`src/rtl/fix_field_extractor_if.sv`:
```
// fix_field_extractor_if: byte-in / field-out handshake bundle for the FIX field splitter.
// The slave modport is the extractor's view; master is the producer/consumer side.
interface fix_field_extractor_if #(
  parameter int TAG_BYTES   = 4,
  parameter int VALUE_BYTES = 32
);
  logic [7:0]                       data_i;
  logic                             data_valid_i;
  logic                             data_ready_o;
  logic                             field_valid_o;
  logic                             field_ready_i;
  logic [8*TAG_BYTES-1:0]           tag_o;
  logic [$clog2(TAG_BYTES+1)-1:0]   tag_len_o;
  logic [8*VALUE_BYTES-1:0]         value_o;
  logic [$clog2(VALUE_BYTES+1)-1:0] value_len_o;
  logic                             start_of_header_o;
  logic                             end_of_body_o;
  logic                             overflow_o;
  logic                             malformed_o;
  logic                             checksum_err_o;
  modport slave (
    input  data_i, data_valid_i, field_ready_i,
    output data_ready_o, field_valid_o, tag_o, tag_len_o, value_o, value_len_o,
           start_of_header_o, end_of_body_o, overflow_o, malformed_o, checksum_err_o
  );
  modport master (
    output data_i, data_valid_i, field_ready_i,
    input  data_ready_o, field_valid_o, tag_o, tag_len_o, value_o, value_len_o,
           start_of_header_o, end_of_body_o, overflow_o, malformed_o, checksum_err_o
  );
endinterface

```
`src/rtl/fix_field_extractor.sv`:
```
// fix_field_extractor: splits a "tag=value<SOH>" byte stream into packed fields.
// Define FIX_CHECKSUM_EN to verify the tag-10 checksum against the running byte sum.
module fix_field_extractor #(
  parameter int         TAG_BYTES   = 4,
  parameter int         VALUE_BYTES = 32,
  parameter logic [7:0] SOH_CHAR    = 8'h01,
  parameter logic [7:0] EQ_CHAR     = 8'h3D
) (
  input logic                   clk,
  input logic                   rst,
  fix_field_extractor_if.slave  bus
);
  localparam int TLW = $clog2(TAG_BYTES+1);
  localparam int VLW = $clog2(VALUE_BYTES+1);
  localparam logic [TLW-1:0] TMAX = TLW'(TAG_BYTES);
  localparam logic [VLW-1:0] VMAX = VLW'(VALUE_BYTES);
  typedef enum logic [1:0] {S_TAG, S_VALUE, S_SKIP, S_OUT} state_t;
  state_t                   state_q, state_d;
  logic [8*TAG_BYTES-1:0]   tag_q, tag_d;
  logic [TLW-1:0]           tag_len_q, tag_len_d;
  logic [8*VALUE_BYTES-1:0] value_q, value_d;
  logic [VLW-1:0]           value_len_q, value_len_d;
  logic                     tag_ovf_q, tag_ovf_d, val_ovf_q, val_ovf_d, mal_q, mal_d;
  logic                     acc, out_hs, is_digit, is_soh, valid, tag8, tag10;
  assign valid    = state_q == S_OUT;
  assign acc      = bus.data_valid_i && !valid;
  assign out_hs   = valid && bus.field_ready_i;
  assign is_digit = bus.data_i >= 8'h30 && bus.data_i <= 8'h39;
  assign is_soh   = bus.data_i == SOH_CHAR;
  always_comb begin
    state_d     = state_q;
    tag_d       = tag_q;
    tag_len_d   = tag_len_q;
    value_d     = value_q;
    value_len_d = value_len_q;
    tag_ovf_d   = tag_ovf_q;
    val_ovf_d   = val_ovf_q;
    mal_d       = mal_q;
    if (out_hs) begin
      state_d     = S_TAG;
      tag_d       = '0;
      tag_len_d   = '0;
      value_d     = '0;
      value_len_d = '0;
      tag_ovf_d   = 1'b0;
      val_ovf_d   = 1'b0;
      mal_d       = 1'b0;
    end else if (acc) begin
      case (state_q)
        S_TAG:
          if (is_digit) begin
            if (tag_len_q < TMAX) begin
              tag_d[8*tag_len_q +: 8] = bus.data_i;
              tag_len_d = tag_len_q + TLW'(1);
            end else tag_ovf_d = 1'b1;
          end else if (bus.data_i == EQ_CHAR) begin
            state_d = S_VALUE;
            mal_d   = tag_len_q == '0;
          end else begin
            state_d = is_soh ? S_OUT : S_SKIP;
            mal_d   = 1'b1;
          end
        S_VALUE:
          if (is_soh) state_d = S_OUT;
          else if (value_len_q < VMAX) begin
            value_d[8*value_len_q +: 8] = bus.data_i;
            value_len_d = value_len_q + VLW'(1);
          end else val_ovf_d = 1'b1;
        S_SKIP: state_d = is_soh ? S_OUT : S_SKIP;
        default: ;
      endcase
    end
  end
  always_ff @(posedge clk) begin
    if (!rst) begin
      state_q     <= S_TAG;
      tag_q       <= '0;
      tag_len_q   <= '0;
      value_q     <= '0;
      value_len_q <= '0;
      tag_ovf_q   <= 1'b0;
      val_ovf_q   <= 1'b0;
      mal_q       <= 1'b0;
    end else begin
      state_q     <= state_d;
      tag_q       <= tag_d;
      tag_len_q   <= tag_len_d;
      value_q     <= value_d;
      value_len_q <= value_len_d;
      tag_ovf_q   <= tag_ovf_d;
      val_ovf_q   <= val_ovf_d;
      mal_q       <= mal_d;
    end
  end
  // Special tags are recognised only from a clean, complete tag.
  assign tag8  = !tag_ovf_q && !mal_q && tag_len_q == TLW'(1) && tag_q[7:0] == 8'h38;
  assign tag10 = !tag_ovf_q && !mal_q && tag_len_q == TLW'(2) && tag_q[15:0] == 16'h3031;
  assign bus.data_ready_o      = !valid;
  assign bus.field_valid_o     = valid;
  assign bus.tag_o             = tag_q;
  assign bus.tag_len_o         = tag_len_q;
  assign bus.value_o           = value_q;
  assign bus.value_len_o       = value_len_q;
  assign bus.start_of_header_o = valid && tag8;
  assign bus.end_of_body_o     = valid && tag10;
  assign bus.overflow_o        = tag_ovf_q || val_ovf_q;
  assign bus.malformed_o       = mal_q;
`ifdef FIX_CHECKSUM_EN
  logic [7:0] sum_q, sum_d, fsum_q, fsum_d;
  logic [9:0] ck_val;
  logic       ck_digits;
  // fsum covers the field in flight; sum holds completed fields since the last tag 8.
  assign fsum_d    = out_hs ? 8'h00 : acc ? fsum_q + bus.data_i : fsum_q;
  assign sum_d     = !out_hs ? sum_q : tag8 ? fsum_q : tag10 ? 8'h00 : sum_q + fsum_q;
  assign ck_digits = value_q[7:4] == 4'h3 && value_q[3:0] <= 4'd9 &&
                     value_q[15:12] == 4'h3 && value_q[11:8] <= 4'd9 &&
                     value_q[23:20] == 4'h3 && value_q[19:16] <= 4'd9;
  assign ck_val    = 10'(value_q[3:0]) * 10'd100 + 10'(value_q[11:8]) * 10'd10 + 10'(value_q[19:16]);
  always_ff @(posedge clk) begin
    if (!rst) begin
      sum_q  <= 8'h00;
      fsum_q <= 8'h00;
    end else begin
      sum_q  <= sum_d;
      fsum_q <= fsum_d;
    end
  end
  assign bus.checksum_err_o = valid && tag10 &&
    (value_len_q != VLW'(3) || val_ovf_q || !ck_digits || ck_val != {2'b00, sum_q});
`else
  assign bus.checksum_err_o = 1'b0;
`endif
endmodule

```
`src/flat_wrapper.sv`:
```
// flat-port wrapper written by rule: the top's interface ports become plain ports
module fix_field_extractor_flat 
#(
  parameter int         TAG_BYTES   = 4,
  parameter int         VALUE_BYTES = 32,
  parameter logic [7:0] SOH_CHAR    = 8'h01,
  parameter logic [7:0] EQ_CHAR     = 8'h3D
)
  (clk, rst, bus_data_i, bus_data_valid_i, bus_field_ready_i, bus_data_ready_o, bus_field_valid_o, bus_tag_o, bus_tag_len_o, bus_value_o, bus_value_len_o, bus_start_of_header_o, bus_end_of_body_o, bus_overflow_o, bus_malformed_o, bus_checksum_err_o);
  fix_field_extractor_if #(.TAG_BYTES(TAG_BYTES), .VALUE_BYTES(VALUE_BYTES)) bus_i ();
  input logic clk;
  input logic rst;
  input wire logic [$bits(bus_i.data_i)-1:0] bus_data_i;
  input wire logic [$bits(bus_i.data_valid_i)-1:0] bus_data_valid_i;
  input wire logic [$bits(bus_i.field_ready_i)-1:0] bus_field_ready_i;
  output wire logic [$bits(bus_i.data_ready_o)-1:0] bus_data_ready_o;
  output wire logic [$bits(bus_i.field_valid_o)-1:0] bus_field_valid_o;
  output wire logic [$bits(bus_i.tag_o)-1:0] bus_tag_o;
  output wire logic [$bits(bus_i.tag_len_o)-1:0] bus_tag_len_o;
  output wire logic [$bits(bus_i.value_o)-1:0] bus_value_o;
  output wire logic [$bits(bus_i.value_len_o)-1:0] bus_value_len_o;
  output wire logic [$bits(bus_i.start_of_header_o)-1:0] bus_start_of_header_o;
  output wire logic [$bits(bus_i.end_of_body_o)-1:0] bus_end_of_body_o;
  output wire logic [$bits(bus_i.overflow_o)-1:0] bus_overflow_o;
  output wire logic [$bits(bus_i.malformed_o)-1:0] bus_malformed_o;
  output wire logic [$bits(bus_i.checksum_err_o)-1:0] bus_checksum_err_o;
  assign bus_i.data_i = bus_data_i;
  assign bus_i.data_valid_i = bus_data_valid_i;
  assign bus_i.field_ready_i = bus_field_ready_i;
  assign bus_data_ready_o = bus_i.data_ready_o;
  assign bus_field_valid_o = bus_i.field_valid_o;
  assign bus_tag_o = bus_i.tag_o;
  assign bus_tag_len_o = bus_i.tag_len_o;
  assign bus_value_o = bus_i.value_o;
  assign bus_value_len_o = bus_i.value_len_o;
  assign bus_start_of_header_o = bus_i.start_of_header_o;
  assign bus_end_of_body_o = bus_i.end_of_body_o;
  assign bus_overflow_o = bus_i.overflow_o;
  assign bus_malformed_o = bus_i.malformed_o;
  assign bus_checksum_err_o = bus_i.checksum_err_o;
  fix_field_extractor #(.TAG_BYTES(TAG_BYTES), .VALUE_BYTES(VALUE_BYTES), .SOH_CHAR(SOH_CHAR), .EQ_CHAR(EQ_CHAR)) u_core (.clk(clk), .rst(rst), .bus(bus_i));
endmodule
```
`config.mk`:
```
export PLATFORM = sky130hd
export DESIGN_NAME = fix_field_extractor_flat
export DESIGN_NICKNAME = d
export VERILOG_FILES = /design/src/rtl/fix_field_extractor_if.sv /design/src/rtl/fix_field_extractor.sv /design/src/flat_wrapper.sv
export SDC_FILE = /design/constraint.sdc
export NUM_CORES = 1
export LEC_CHECK = 0
export ABC_AREA = 1
export CORE_UTILIZATION = 47
export CTS_BUF_LIST = sky130_fd_sc_hd__clkbuf_8
export DETAILED_ROUTE_END_ITERATION = 6
export PLACE_DENSITY = 0.76
export REMOVE_ABC_BUFFERS = 1
export SLEW_MARGIN = 20
export SYNTH_ARGS = -nofsm -noshare
export SYNTH_HDL_FRONTEND = slang
export SYNTH_SLANG_ARGS = --single-unit
```
`constraint.sdc`:
```
create_clock -name clk -period 2.16 [get_ports clk]
set_input_delay 0.432 -clock clk [delete_from_list [all_inputs] [get_ports clk]]
set_output_delay 0.432 -clock clk [all_outputs]
set_load 0.01 [all_outputs]
```
# ---- Word-level counts from Yosys, hierarchy flattened
# Cells that the tools add are included.
dict set report totals {
  regBits 302
  input_bits 12
  out_inout_bits 304
  word_cells 68
}
dict set report classes {
  order_cmp 4
  eq_ne 11
  bitwise_logic 5
  n_mux 8
  add_sub_neg 4
  shifts 4
  n_reduce_logical 24
}
# op n
set ops {}
lappend ops {{$bwmux 256} 1}
lappend ops {{$shift 8x34->256 const A} 1}
lappend ops {{$shiftx 8x34->256} 1}
lappend ops {{$neg 6->34} 1}
lappend ops {{$neg 9->34} 1}
lappend ops {{$shift 8x34->32 const A} 1}
lappend ops {{$shiftx 8x34->32} 1}
lappend ops {{$bwmux 32} 1}
lappend ops {{$reduce_and 4->1} 5}
lappend ops {{$eq 16x14->1 const B} 1}
lappend ops {{$eq 8x6->1 const B} 2}
lappend ops {{$logic_and 1x1->1} 10}
lappend ops {{$eq 8x1->1 const B} 1}
lappend ops {{$ge 8x6->1 const B} 1}
lappend ops {{$le 8x6->1 const B} 1}
lappend ops {{$add 6x1->6 const B} 1}
lappend ops {{$lt 6x6->1 const B} 1}
lappend ops {{$mux 2} 3}
lappend ops {{$pmux 2 s3} 1}
lappend ops {{$not 1->1} 5}
lappend ops {{$eq 2x2->1 const B} 2}
lappend ops {{$add 3x1->3 const B} 1}
lappend ops {{$eq 3x1->1 const B} 1}
lappend ops {{$eq 3x2->1 const B} 1}
lappend ops {{12 further kinds} 15}

# ---- Depth between registers and ports, before layout
dict set report logic_depth {
  ltp_word 5
  ltp_mapped 15
}

# ---- Worst setup path before layout
# No wires, ideal clock.
dict set report synth_timing {
  kind {register to register}
  startpoint {reg u_core.tag_len_q[0] (netlist: u_core.bus.tag_len_o[0])}
  endpoint {reg u_core.tag_q[24] (netlist: u_core.bus.tag_o[24])}
  arrival_time_ps 2255
  required_ps 2028
  stages_incl_launch_ff 11
  path_slack_ps -227
  n_path_buf 2
  synth_period_minus_slack_ps 2387
  cell_sequence {dfxtp_1 > inv_1 > clkbuf_1 > ha_1 > ha_1 > inv_1 > clkbuf_1 > nor4_1 > nand2_1 > nand2_1 > a21oi_1}
}
dict set report synth_between {
  elab_chain_cells 3
  elab_cells_between_ends 6
  classes_between {add/sub (1); order compare (1); shift (2); mux (1); reduce/logical (1)}
}
# element line_no
set synth_rtl {}
lappend synth_rtl {{start: declaration} fix_field_extractor.sv:20} ;# logic [TLW-1:0] tag_len_q, tag_len_d;
lappend synth_rtl {{start signal: assignment} fix_field_extractor.sv:87} ;# tag_len_q <= tag_len_d;
lappend synth_rtl {{$neg 6->34} fix_field_extractor.sv:53} ;# tag_d[8*tag_len_q +: 8] = bus.data_i;
lappend synth_rtl {{$shiftx 8x34->32 or $shift 8x34->32 (tied branches)} fix_field_extractor.sv:53}
lappend synth_rtl {{$bwmux 32} fix_field_extractor.sv:53}
lappend synth_rtl {{end signal: assignment} fix_field_extractor.sv:86} ;# tag_q <= tag_d;
lappend synth_rtl {{end: declaration} fix_field_extractor.sv:19} ;# logic [8*TAG_BYTES-1:0] tag_q, tag_d;
# Parallel ways exist; a longest one is shown, timed or not.
# A chain may end at the register's enable or synchronous reset.

# ---- Worst setup path in the final report
dict set report layout_timing {
  startpoint {reg u_core.state_q[1]}
  endpoint {out bus_end_of_body_o}
}
dict set report layout_between {
  elab_chain_cells 2
}
# element line_no
set layout_rtl {}
lappend layout_rtl {{start: declaration} fix_field_extractor.sv:18} ;# state_t state_q, state_d;
lappend layout_rtl {{start signal: assignment} fix_field_extractor.sv:85} ;# state_q <= state_d;
lappend layout_rtl {{$eq 2x2->1} fix_field_extractor.sv:25} ;# assign valid = state_q == S_OUT;
lappend layout_rtl {{$logic_and 1x1->1} fix_field_extractor.sv:105} ;# assign bus.end_of_body_o = valid && tag10;
lappend layout_rtl {{end: declaration} flat_wrapper.sv:23} ;# output wire logic [$bits(bus_i.end_of_body_o)-1:0] bus_end_of_body_o;
# Every way passes these cells.

==> results.yml <==
yosys:
  synthesis.area_mm2: 0.0141
  synth_top_cell_by_area: "dfxtp_1"
  synth_edf_count: 0
  ys_ff_latch: 302
  ys.flop_type: "dfxtp_1"
  synth.cells.most_frequent: "nor2_1, nand2_1, dfxtp_1"
  ys_types: 35
  synthArstFlopShare_pct: 0
  ys_seq_area_share_pct: 43.0
  synthMostInstantiatedCell: "nor2_1"
  synth_area_per_cell_um2: 6.57
  synth_top_area_share_pct: 43.0
  syn_inst: 2141
  synth.area.top_cells: "dfxtp_1, nor2_1, nand2_1, nand3_1, inv_1"
  yosys_warnings: 0
route:
  ant_nets: 0
  detailroute.via_count: 15100
  drt_iter0_markers: 1464
  drc_errors: 0
  drt-vias-per-instance: 5.06
  drt_pre_antenna_iters: 6
  routed_wl_um: 46100
  wl_per_cell_um: 15.4
job:
  maxCapViolCount: 0
die:
  dieArea_mm2: 0.0306
  core.rowCount: 62
  chipWidth_um: 175
  ios: 316
  initial_core_util_pct: 48.3
  core_mm2: 0.0291
  die_height_um: 175
finish:
  finalInstanceArea_mm2: 0.0200
  drive_gt1_share_pct: 14.0
  area_growth_pct: 42.6
  fillCellCount: 2451
  fin_nets: 2586
  final_cell_count_no_fill: 2986
timing:
  finalCritPeriodShare_pct: 106
  min_period_ns: 2.28
  rsz0062_at_grt: "yes"
  setup_violations: 2
  fin_skew_ns: 0.0134
  fmax_ghz: 0.438
  finalHoldViolations: 0
  maxSlewViolCount: 0
  tns_ns: -0.151
  timing.final.ws_setup_ns: -0.125
clock_network:
  ctsLongestPathBuffers: 3
  numCtsBuffers: 50
  cts.sinks: 302
  tritoncts: "built"
  cts_root_buf: "clkbuf_8"
  holdBufCountCts: 0
  cts_max_level: 2
  clock_latency_ns: 0.58
  clk_pin_slew_worst_paths_ns: 0.06
setup_path:
  crit_fanout: 2
  start_kind: "register"
  reg2reg_slack_ns: 0.08
  critPathSlowestCell: "dfxtp_2"
  critPathMaxStageDelay_ns: 0.35
  crit_required_ns: 1.73
  critPathCaptureType: "output pin"
  worstPathArrival_ns: 1.85
  worstSetupPathType: "reg2out"
  crit_path_cell_trace: "ha_4, inv_2, nor3_2, nand3_2, nor4_2, buf_2"
pwr:
  finalPower_mw: 12.1
  vdd_drop_max_v: 0.000609
  powerDensity_mw_per_mm2: 604
  leakage_nw: 8.36
placement:
  place_inst: 2874
  dp_hpwl_um: 33200
  dp_slack_ns: -0.358
  port_buffers: 314
  place_area_mm2: 0.0185
  gp_congestion: 0.872
worst_hold_path:
  hold_path_class: "reg2reg"
global_route:
  grt_util_all_layers_pct: 29.2
  grt_pass1_wl_um: 72300
  grt_overflow: 0
  antenna_found_initial: 1
  grt_max_degree: 84
  grt_pass1_vias: 14000
run_status:
  status: "complete, but fails checks"
  violations: "setup timing"
flip-flops by register name (all words and copies together) (netlist names):
name                    count
u_core.bus.tag_o           32
u_core.bus.value_o        256
u_core.state_q              2
u_core.bus.value_len_o      6
u_core.bus.tag_len_o        3
u_core.bus.malformed_o      1
u_core.val_ovf_q            1
u_core.tag_ovf_q            1
layout make-up:
class | count | area, um^2 | area share, %
Multi-Input combinational cell | 1538 | 6950 | 34.7
Clock inverter | 26 | 144 | 0.718
Antenna cell | 1 | 2.50 | 0.0125
Inverter | 192 | 742 | 3.70
Sequential cell | 302 | 6060 | 30.2
Clock buffer | 65 | 895 | 4.46
Tap cell | 384 | 480 | 2.40
Timing Repair Buffer | 478 | 4770 | 23.8
through the flow:
stage          hold WS (ns)  utilization (%)
6_report              0.444             68.9
5_1_grt               0.467             68.9
4_1_cts               0.446             67.9
3_5_place_dp          0.435             63.7
3_3_place_gp          0.436             63.7
2_1_floorplan         0.436                -
per-layer routing:
metal  routed length, um  global-route usage, %
met3                4260                   7.25
met1               18600                   35.9
met4                1360                   10.9
met2               21800                   49.3
met5                   0                      0
final timing paths:
path | startpoint | to | depth (start not counted)
worst max-delay path | u_core.state_q[1] | bus_end_of_body_o | 6
worst max register to register | u_core.state_q[0] | u_core.bus.value_o[208] | 12
worst min register to register | u_core.bus.tag_o[23] | u_core.bus.tag_o[23] | 2
worst min-delay path | u_core.bus.tag_o[23] | u_core.bus.tag_o[23] | 2
cells by family (layout without fill, tap and decap cells):
kind of cell	Yosys count	count (layout)	synth area share, %
AO/OA/AOI/OAI	54	54	1.98
adder cells (fa/ha/maj)	12	12	1.07
buffers and inverters	302	761	9.04
flip-flops	302	302	43.0
other	1	2	0.0267
AND/OR/NAND/NOR	1470	1471	44.9
timing repair:
| item | in CTS | in global routing |
|---|---|---|
| endpoints found under the hold margin | 0 | 0 |
| endpoints found under the setup margin | 217 | 239 |
| pin swaps | 12 | 21 |
| gates cloned | 1 | 1 |
| setup buffers | 6 | 13 |
| resized for setup | 50 | 36 |
critical path: cells and delay by family (launching register included):
family                   cells  cell delay [ns]
AND/OR/NAND/NOR              3             0.56
flip-flops                   1             0.35
buffers and inverters        2             0.22
adder cells (fa/ha/maj)      1             0.16
cells in the final DEF (no fill, tap or decap), types with 14 or more instances in the layout:
cell and instances:
clkdlybuf4s50_1 307, nand2_1 554, nor3_1 18, clkbuf_8 65, buf_4 121, dfxtp_1 293, nor2_1 562, nand2_2 14
inv_1 181, a21oi_1 39, nand3_1 224, buf_6 15, nor2_4 28, nand4_1 24, inv_2 18, buf_12 26
power by group:
group          internal, mW  leakage (nW)  switching, mW  total [mW]
Clock                  2.82         0.596           2.37        5.18
Sequential             5.59          2.44         0.0145        5.60
Combinational         0.440          5.33          0.878        1.32
Total                  8.85          8.36           3.26        12.1
(Power assumes the default switching activity.)
